File: src/rtl/sap_cpu_if.sv
// SAP CPU core bus: program-load handshake, run control and the visible
// machine outputs. The master side (test harness or host) drives the load
// and run controls; the core is the slave.
interface sap_cpu_if #(
    parameter int DATA_W = 8
);
    logic              prog_en;
    logic [DATA_W-1:0] prog_data;
    logic              prog_valid;
    logic              prog_ready;
    logic              load_done;
    logic              run_en;
    logic [DATA_W-1:0] out_data;
    logic              out_valid;
    logic              carry;
    logic              zero;
    logic              halted;

    modport master (
        output prog_en, prog_data, prog_valid, run_en,
        input  prog_ready, load_done, out_data, out_valid, carry, zero, halted
    );

    modport slave (
        input  prog_en, prog_data, prog_valid, run_en,
        output prog_ready, load_done, out_data, out_valid, carry, zero, halted
    );
endinterface

File: src/rtl/sap_cpu_core.sv
// SAP-style accumulator CPU with an internal register-file RAM that is loaded
// through a valid/ready handshake, then executed with a two-cycle
// FETCH/EXEC instruction cycle. The RAM read is combinational and all RAM
// words clear on reset. Legal only for DATA_W >= 4 + ADDR_W.
module sap_cpu_core #(
    parameter int DATA_W = 8,
    parameter int ADDR_W = 4
) (
    input  logic      clk,
    input  logic      rst_n,
    sap_cpu_if.slave  bus
);
    localparam int DEPTH = 1 << ADDR_W;
    localparam logic [ADDR_W-1:0] ADDR_ONE  = {{(ADDR_W-1){1'b0}}, 1'b1};
    localparam logic [ADDR_W-1:0] ADDR_LAST = {ADDR_W{1'b1}};

    localparam logic [3:0] OP_LDA = 4'h1;
    localparam logic [3:0] OP_ADD = 4'h2;
    localparam logic [3:0] OP_SUB = 4'h3;
    localparam logic [3:0] OP_STA = 4'h4;
    localparam logic [3:0] OP_LDI = 4'h5;
    localparam logic [3:0] OP_JMP = 4'h6;
    localparam logic [3:0] OP_JC  = 4'h7;
    localparam logic [3:0] OP_JZ  = 4'h8;
    localparam logic [3:0] OP_OUT = 4'hE;
    localparam logic [3:0] OP_HLT = 4'hF;

    typedef enum logic [2:0] {
        ST_BOOT   = 3'd0,
        ST_PROG   = 3'd1,
        ST_LOADED = 3'd2,
        ST_FETCH  = 3'd3,
        ST_EXEC   = 3'd4,
        ST_HALT   = 3'd5
    } state_t;

    state_t              state_r, state_s;
    logic [ADDR_W-1:0]   pc_r, wr_ptr_r;
    logic [DATA_W-1:0]   ir_r, a_r;
    logic                cf_r, zf_r;
    logic [DATA_W-1:0]   ram_r [DEPTH];
    logic [DATA_W-1:0]   out_data_r;
    logic                out_valid_r, prog_ready_r, load_done_r, halted_r;

    logic [3:0]          opcode_s;
    logic [ADDR_W-1:0]   operand_s;
    logic [DATA_W-1:0]   mem_op_s, diff_s;
    logic [DATA_W:0]     sum_s;
    logic                ram_we_s;
    logic [ADDR_W-1:0]   ram_waddr_s;
    logic [DATA_W-1:0]   ram_wdata_s;

    assign opcode_s  = ir_r[DATA_W-1 -: 4];
    assign operand_s = ir_r[ADDR_W-1:0];
    assign mem_op_s  = ram_r[operand_s];
    assign sum_s     = {1'b0, a_r} + {1'b0, mem_op_s};
    assign diff_s    = a_r - mem_op_s;

    // Next-state decode plus the single RAM write port (load word or STA).
    always_comb begin
        state_s     = state_r;
        ram_we_s    = 1'b0;
        ram_waddr_s = wr_ptr_r;
        ram_wdata_s = bus.prog_data;
        case (state_r)
            ST_BOOT: begin
                if (bus.prog_en) state_s = ST_PROG;
                else             state_s = ST_FETCH;
            end
            ST_PROG: begin
                // prog_ready is high throughout PROG, so valid alone completes a handshake
                if (bus.prog_valid) ram_we_s = 1'b1;
                else                ram_we_s = 1'b0;
                if (!bus.prog_en)                                state_s = ST_FETCH;
                else if (bus.prog_valid && wr_ptr_r == ADDR_LAST) state_s = ST_LOADED;
                else                                             state_s = ST_PROG;
            end
            ST_LOADED: begin
                if (!bus.prog_en) state_s = ST_FETCH;
                else              state_s = ST_LOADED;
            end
            ST_FETCH: begin
                if (bus.run_en) state_s = ST_EXEC;
                else            state_s = ST_FETCH;
            end
            ST_EXEC: begin
                if (opcode_s == OP_HLT) state_s = ST_HALT;
                else                    state_s = ST_FETCH;
                if (opcode_s == OP_STA) begin
                    ram_we_s    = 1'b1;
                    ram_waddr_s = operand_s;
                    ram_wdata_s = a_r;
                end else begin
                    ram_we_s    = 1'b0;
                end
            end
            ST_HALT: begin
                if (bus.prog_en) state_s = ST_PROG;
                else             state_s = ST_HALT;
            end
            default: state_s = ST_BOOT;
        endcase
    end

    // State register.
    always_ff @(posedge clk or negedge rst_n) begin
        if (!rst_n) state_r <= ST_BOOT;
        else        state_r <= state_s;
    end

    // Program RAM: cleared on reset so no partially written word survives it.
    always_ff @(posedge clk or negedge rst_n) begin
        if (!rst_n) begin
            for (int i = 0; i < DEPTH; i++) ram_r[i] <= {DATA_W{1'b0}};
        end else if (ram_we_s) begin
            ram_r[ram_waddr_s] <= ram_wdata_s;
        end
    end

    // Architectural registers: PC, IR, accumulator, flags, load pointer, output.
    always_ff @(posedge clk or negedge rst_n) begin
        if (!rst_n) begin
            pc_r        <= {ADDR_W{1'b0}};
            wr_ptr_r    <= {ADDR_W{1'b0}};
            ir_r        <= {DATA_W{1'b0}};
            a_r         <= {DATA_W{1'b0}};
            cf_r        <= 1'b0;
            zf_r        <= 1'b0;
            out_data_r  <= {DATA_W{1'b0}};
            out_valid_r <= 1'b0;
        end else begin
            out_valid_r <= 1'b0;
            case (state_r)
                ST_BOOT, ST_HALT: begin
                    if (bus.prog_en) wr_ptr_r <= {ADDR_W{1'b0}};
                end
                ST_PROG: begin
                    if (bus.prog_valid) wr_ptr_r <= wr_ptr_r + ADDR_ONE;
                    if (!bus.prog_en)   pc_r     <= {ADDR_W{1'b0}};
                end
                ST_LOADED: begin
                    if (!bus.prog_en) pc_r <= {ADDR_W{1'b0}};
                end
                ST_FETCH: begin
                    if (bus.run_en) begin
                        ir_r <= ram_r[pc_r];
                        pc_r <= pc_r + ADDR_ONE;
                    end
                end
                ST_EXEC: begin
                    case (opcode_s)
                        OP_LDA: a_r <= mem_op_s;
                        OP_ADD: begin
                            {cf_r, a_r} <= sum_s;
                            zf_r        <= (sum_s[DATA_W-1:0] == {DATA_W{1'b0}});
                        end
                        OP_SUB: begin
                            a_r  <= diff_s;
                            cf_r <= (a_r >= mem_op_s);
                            zf_r <= (diff_s == {DATA_W{1'b0}});
                        end
                        OP_LDI: a_r <= {{(DATA_W-ADDR_W){1'b0}}, operand_s};
                        OP_JMP: pc_r <= operand_s;
                        OP_JC:  if (cf_r) pc_r <= operand_s;
                        OP_JZ:  if (zf_r) pc_r <= operand_s;
                        OP_OUT: begin
                            out_data_r  <= a_r;
                            out_valid_r <= 1'b1;
                        end
                        default: ;  // NOP, STA (RAM port), HLT (state only), unused opcodes
                    endcase
                end
                default: ;
            endcase
        end
    end

    // Status outputs registered from the next state so they line up with it.
    always_ff @(posedge clk or negedge rst_n) begin
        if (!rst_n) begin
            prog_ready_r <= 1'b0;
            load_done_r  <= 1'b0;
            halted_r     <= 1'b0;
        end else begin
            prog_ready_r <= (state_s == ST_PROG);
            load_done_r  <= (state_s == ST_LOADED);
            halted_r     <= (state_s == ST_HALT);
        end
    end

    assign bus.prog_ready = prog_ready_r;
    assign bus.load_done  = load_done_r;
    assign bus.halted     = halted_r;
    assign bus.out_data   = out_data_r;
    assign bus.out_valid  = out_valid_r;
    assign bus.carry      = cf_r;
    assign bus.zero       = zf_r;
endmodule

File: src/flat_wrapper.sv
// flat-port wrapper written by rule: the top's interface ports become plain ports
module sap_cpu_core_flat 
#(
    parameter int DATA_W = 8,
    parameter int ADDR_W = 4
)
  (clk, rst_n, bus_prog_en, bus_prog_data, bus_prog_valid, bus_run_en, bus_prog_ready, bus_load_done, bus_out_data, bus_out_valid, bus_carry, bus_zero, bus_halted);
  sap_cpu_if #(.DATA_W(DATA_W)) bus_i ();
  input  logic clk;
  input  logic rst_n;
  input wire logic [$bits(bus_i.prog_en)-1:0] bus_prog_en;
  input wire logic [$bits(bus_i.prog_data)-1:0] bus_prog_data;
  input wire logic [$bits(bus_i.prog_valid)-1:0] bus_prog_valid;
  input wire logic [$bits(bus_i.run_en)-1:0] bus_run_en;
  output wire logic [$bits(bus_i.prog_ready)-1:0] bus_prog_ready;
  output wire logic [$bits(bus_i.load_done)-1:0] bus_load_done;
  output wire logic [$bits(bus_i.out_data)-1:0] bus_out_data;
  output wire logic [$bits(bus_i.out_valid)-1:0] bus_out_valid;
  output wire logic [$bits(bus_i.carry)-1:0] bus_carry;
  output wire logic [$bits(bus_i.zero)-1:0] bus_zero;
  output wire logic [$bits(bus_i.halted)-1:0] bus_halted;
  assign bus_i.prog_en = bus_prog_en;
  assign bus_i.prog_data = bus_prog_data;
  assign bus_i.prog_valid = bus_prog_valid;
  assign bus_i.run_en = bus_run_en;
  assign bus_prog_ready = bus_i.prog_ready;
  assign bus_load_done = bus_i.load_done;
  assign bus_out_data = bus_i.out_data;
  assign bus_out_valid = bus_i.out_valid;
  assign bus_carry = bus_i.carry;
  assign bus_zero = bus_i.zero;
  assign bus_halted = bus_i.halted;
  sap_cpu_core #(.DATA_W(DATA_W), .ADDR_W(ADDR_W)) u_core (.clk(clk), .rst_n(rst_n), .bus(bus_i));
endmodule
File: config.mk
export PLATFORM = sky130hd
export DESIGN_NAME = sap_cpu_core_flat
export DESIGN_NICKNAME = d
export VERILOG_FILES = /design/src/rtl/sap_cpu_if.sv /design/src/rtl/sap_cpu_core.sv /design/src/flat_wrapper.sv
export SDC_FILE = /design/constraint.sdc
export NUM_CORES = 1
export LEC_CHECK = 0
export CAP_MARGIN = 20
export CORE_MARGIN = 10
export CORE_UTILIZATION = 44
export CTS_CLUSTER_SIZE = 24
export DETAILED_ROUTE_END_ITERATION = 16
export DONT_BUFFER_PORTS = 1
export SETUP_SLACK_MARGIN = 0.05
export SKIP_CTS_REPAIR_TIMING = 1
export SLEW_MARGIN = 5
export SYNTH_ARGS = -nofsm -noshare
export SYNTH_HDL_FRONTEND = slang
export SYNTH_SLANG_ARGS = --single-unit
File: constraint.sdc
create_clock -name clk -period 6.7 [get_ports clk]
set_input_delay 1.34 -clock clk [delete_from_list [all_inputs] [get_ports clk]]
set_output_delay 1.34 -clock clk [all_outputs]
set_load 0.05 [all_outputs]
==> results.py <==
metrics = {
    "status": {
        "status": "complete, no violations",
    },
    "cells_and_area": {
        "seqCellArea_um2": 4232,
        "area_growth_pct": 7.859,
        "final_cells": 1028,
        "fill_cells": 1941,
        "multi_input_area_um2": 5454,
        "drive_gt1_frac": 0.3890,
        "nets": 765,
        "num_antenna_cells": 0,
    },
    "global_routing": {
        "grt_pass1_wl_um": 39850,
        "grt_max_degree": 170,
        "antenna_found_initial": 0,
        "grt_usage": 0.1828,
        "grt_overflow": 0,
        "grt_pass1_vias": 6546,
    },
    "clock_network": {
        "tritoncts": "built",
        "cts_sinks": 169,
        "cts_buffer_depth": 2,
        "clkSlewWorstSetupHoldPaths_ns": 0.08,
        "h-tree-depth": 4,
        "cts_root_buffer": "clkbuf_16",
        "clk_latency_ns": 0.44,
        "cts_made_buffers": 17,
    },
    "logic_synthesis": {
        "yosys.area_share.simple": 0.09298,
        "muxShareOfSynthArea": 0.3431,
        "synth_most_common_cell": "dfrtp_1",
        "yosysUniqueCellTypes": 68,
        "async_reset_ff_frac": 1.000,
        "yosys.area.top_type_share": 0.4230,
        "synth_compound_area_frac": 0.07070,
        "netlist_instances": 754,
        "synth_xor_area_frac": 0.009636,
        "yosys.area.top_type": "dfrtp_1",
        "synth_area_um2": 9998,
        "ys.flop_type": "dfrtp_1",
        "synth_area_leaders": "dfrtp_1, mux4_2, mux2_2, ha_1, nand2_1",
        "synth_top_family_by_area": "multiplexers",
        "synth_fa_ha_area_frac": 0.02903,
        "synth-edff-count": 0,
        "ys_seq_area_frac": 0.4230,
        "yosys_warnings": 0,
        "synth_common_cells": "dfrtp_1, mux2_2, mux4_2, nand2_1, clkbuf_1",
        "ys_seq_elements": 169,
        "avgSynthCellArea_um2": 13.26,
        "syn_nets": 789,
    },
    "die": {
        "ios": 27,
        "dieHeight_um": 170.7,
        "dieArea_um2": 29150,
        "die_w_um": 170.7,
        "num_rows": 55,
        "start_util": 0.4443,
        "coreArea_um2": 22500,
    },
    "sta": {
        "tns_ns": 0,
        "hold_viol": 0,
        "finClkSkew_ns": 0.01688,
        "min_period_over_period": 0.6718,
        "worst_slew_pin_slew_ns": 1.034,
        "relSlewSlack": 0.3109,
        "fin_crit_ns": 4.501,
        "grt_setup_unrepaired": "false",
        "setup_viol": 0,
        "whs_ns": 0.5092,
        "fmax_mhz": 222.2,
        "maxSlewViolCount": 0,
    },
    "power": {
        "finalPower_w": 0.005333,
        "p_leak_nw": 4.306,
        "power-per-cell-area_nw_per_um2": 494.5,
        "vdd_drop_max_mv": 0.2016,
    },
    "route": {
        "antenna_left": 0,
        "via_per_inst": 6.196,
        "drt_pass1_iterations": 4,
        "drc": 0,
        "wl_per_cell_um": 25.11,
        "vias": 6369,
        "drt_iter0_drc": 549,
        "routed_wl_um": 25810,
    },
    "setup_path": {
        "ff2ff_path_depth": 10,
        "r2r-start": "u_core.ir_r[0]",
        "cp_max_fo": 27,
        "worstSetupStartpointType": "flip-flop",
        "crit_path_end_kind": "flip-flop",
        "reg2reg_to": "u_core.bus.zero",
        "startpoint": "u_core.ir_r[0]",
        "crit_end": "u_core.bus.zero",
        "crit_type": "reg -> reg",
        "critPathRequiredTime_ns": 7.07,
        "ff2ff_setup_slack_ns": 2.20,
        "crit_arrival_ns": 4.87,
    },
    "placement": {
        "io_buffer_count": 0,
        "dp.cells": 996,
        "hpwl_um": 17210,
        "globalplace.congestion": 0.9096,
    },
    "min_path": {
        "hold_class": "reg -> reg",
    },
    "flow_run": {
        "maxCapViolations": 0,
    },
}
-- power by group --
| group | total (W) | internal, W | switching, W |
|---|---|---|---|
| sequential | 0.00175 | 0.00132 | 0.000434 |
| combinational | 0.00260 | 0.00131 | 0.00129 |
| clock | 0.000986 | 0.000503 | 0.000483 |
| total | 0.00533 | 0.00312 | 0.00221 |
-- how the worst min path moves through the flow --
stage	startpoint	end	slack, ns	cells after the start
floorplan	u_core.ram_r[103]	u_core.ram_r[103]	0.47	1
global placement	u_core.ram_r[92]	u_core.ram_r[92]	0.50	1
detailed placement	u_core.ram_r[91]	u_core.ram_r[91]	0.50	1
CTS	u_core.ram_r[91]	u_core.ram_r[91]	0.52	1
global route	u_core.ram_r[75]	u_core.ram_r[75]	0.54	1
finish	u_core.ram_r[91]	u_core.ram_r[91]	0.51	1
-- worst max-delay path: stages, from the launching register on --
cell and delay (ns):
dfrtp_2 0.65, buf_4 0.55, mux4_2 0.56, mux4_2 0.52, ha_1 0.22, inv_1 0.07, fa_1 0.43, or4_1 0.53
or3_1 0.39, nor4b_1 0.34, a211o_1 0.14
-- metrics by stage --
stage                     utilization  area [um2]  worst slack [ns]
after floorplan                     -        9998             2.928
after global placement         0.4526       10180             2.310
after detailed placement       0.4526       10180             2.263
after CTS                      0.4792       10780             2.243
after global routing           0.4792       10780             1.959
final                          0.4792       10780             2.199
-- routing by layer --
| layer | GRT usage | share of wire |
|---|---|---|
| met4 | 0.05645 | 0.019 |
| met3 | 0.03226 | 0.042 |
| met2 | 0.3245 | 0.53 |
| met1 | 0.2206 | 0.41 |
| met5 | 0 | 0 |
-- logic make-up (layout without fill, tap and decap cells) --
kind of cell | count (synthesis) | count (layout)
AOI/OAI and AO/OA | 96 | 96
xor gates and xnor gates | 11 | 11
adders and majority gates | 22 | 22
buffers and inverters | 74 | 63
DFF | 169 | 169
muxes | 226 | 226
and+or+nand+nor | 156 | 156
-- state kept, by name (all words and copies together), names as in the netlist --
name and count:
u_core.state_r 3, u_core.pc_r 4, u_core.ram_r 128, u_core.bus.load_done 1, u_core.bus.halted 1, u_core.bus.prog_ready 1, u_core.a_r 8, u_core.bus.out_data 8
u_core.bus.zero 1, u_core.bus.carry 1, u_core.bus.out_valid 1, u_core.wr_ptr_r 4, u_core.ir_r 8
-- final cells by class --
type	count	area share
clock buffers	17	0.03945
clock inverters	15	0.01613
inverters	24	0.008354
multi-input cells	511	0.5057
flip-flops and latches	169	0.3924
well taps	285	0.03307
repair buffers	7	0.004873
-- cells in the final DEF, fill, tap and decap left out, types with 4 or more instances in the layout --
| cell type | n |
|---|---|
| dfrtp_1 | 167 |
| mux2_2 | 139 |
| mux4_2 | 79 |
| nand2_1 | 47 |
| nor2_1 | 26 |
| inv_1 | 24 |
| a21oi_1 | 22 |
| o21ai_0 | 21 |
| ha_1 | 20 |
| clkbuf_16 | 17 |
| nor3_1 | 13 |
| nor2b_1 | 10 |
| nor2_4 | 10 |
| nand2b_1 | 8 |
| xnor2_1 | 8 |
| nand3_1 | 7 |
| buf_4 | 7 |
| a211oi_1 | 5 |
| a22oi_1 | 5 |
| mux2_1 | 5 |
| inv_6 | 5 |
| clkinv_8 | 5 |
| nand4_1 | 4 |
| o31ai_1 | 4 |
| nor3b_1 | 4 |
| a21oi_2 | 4 |
(Power assumes the default switching activity.)
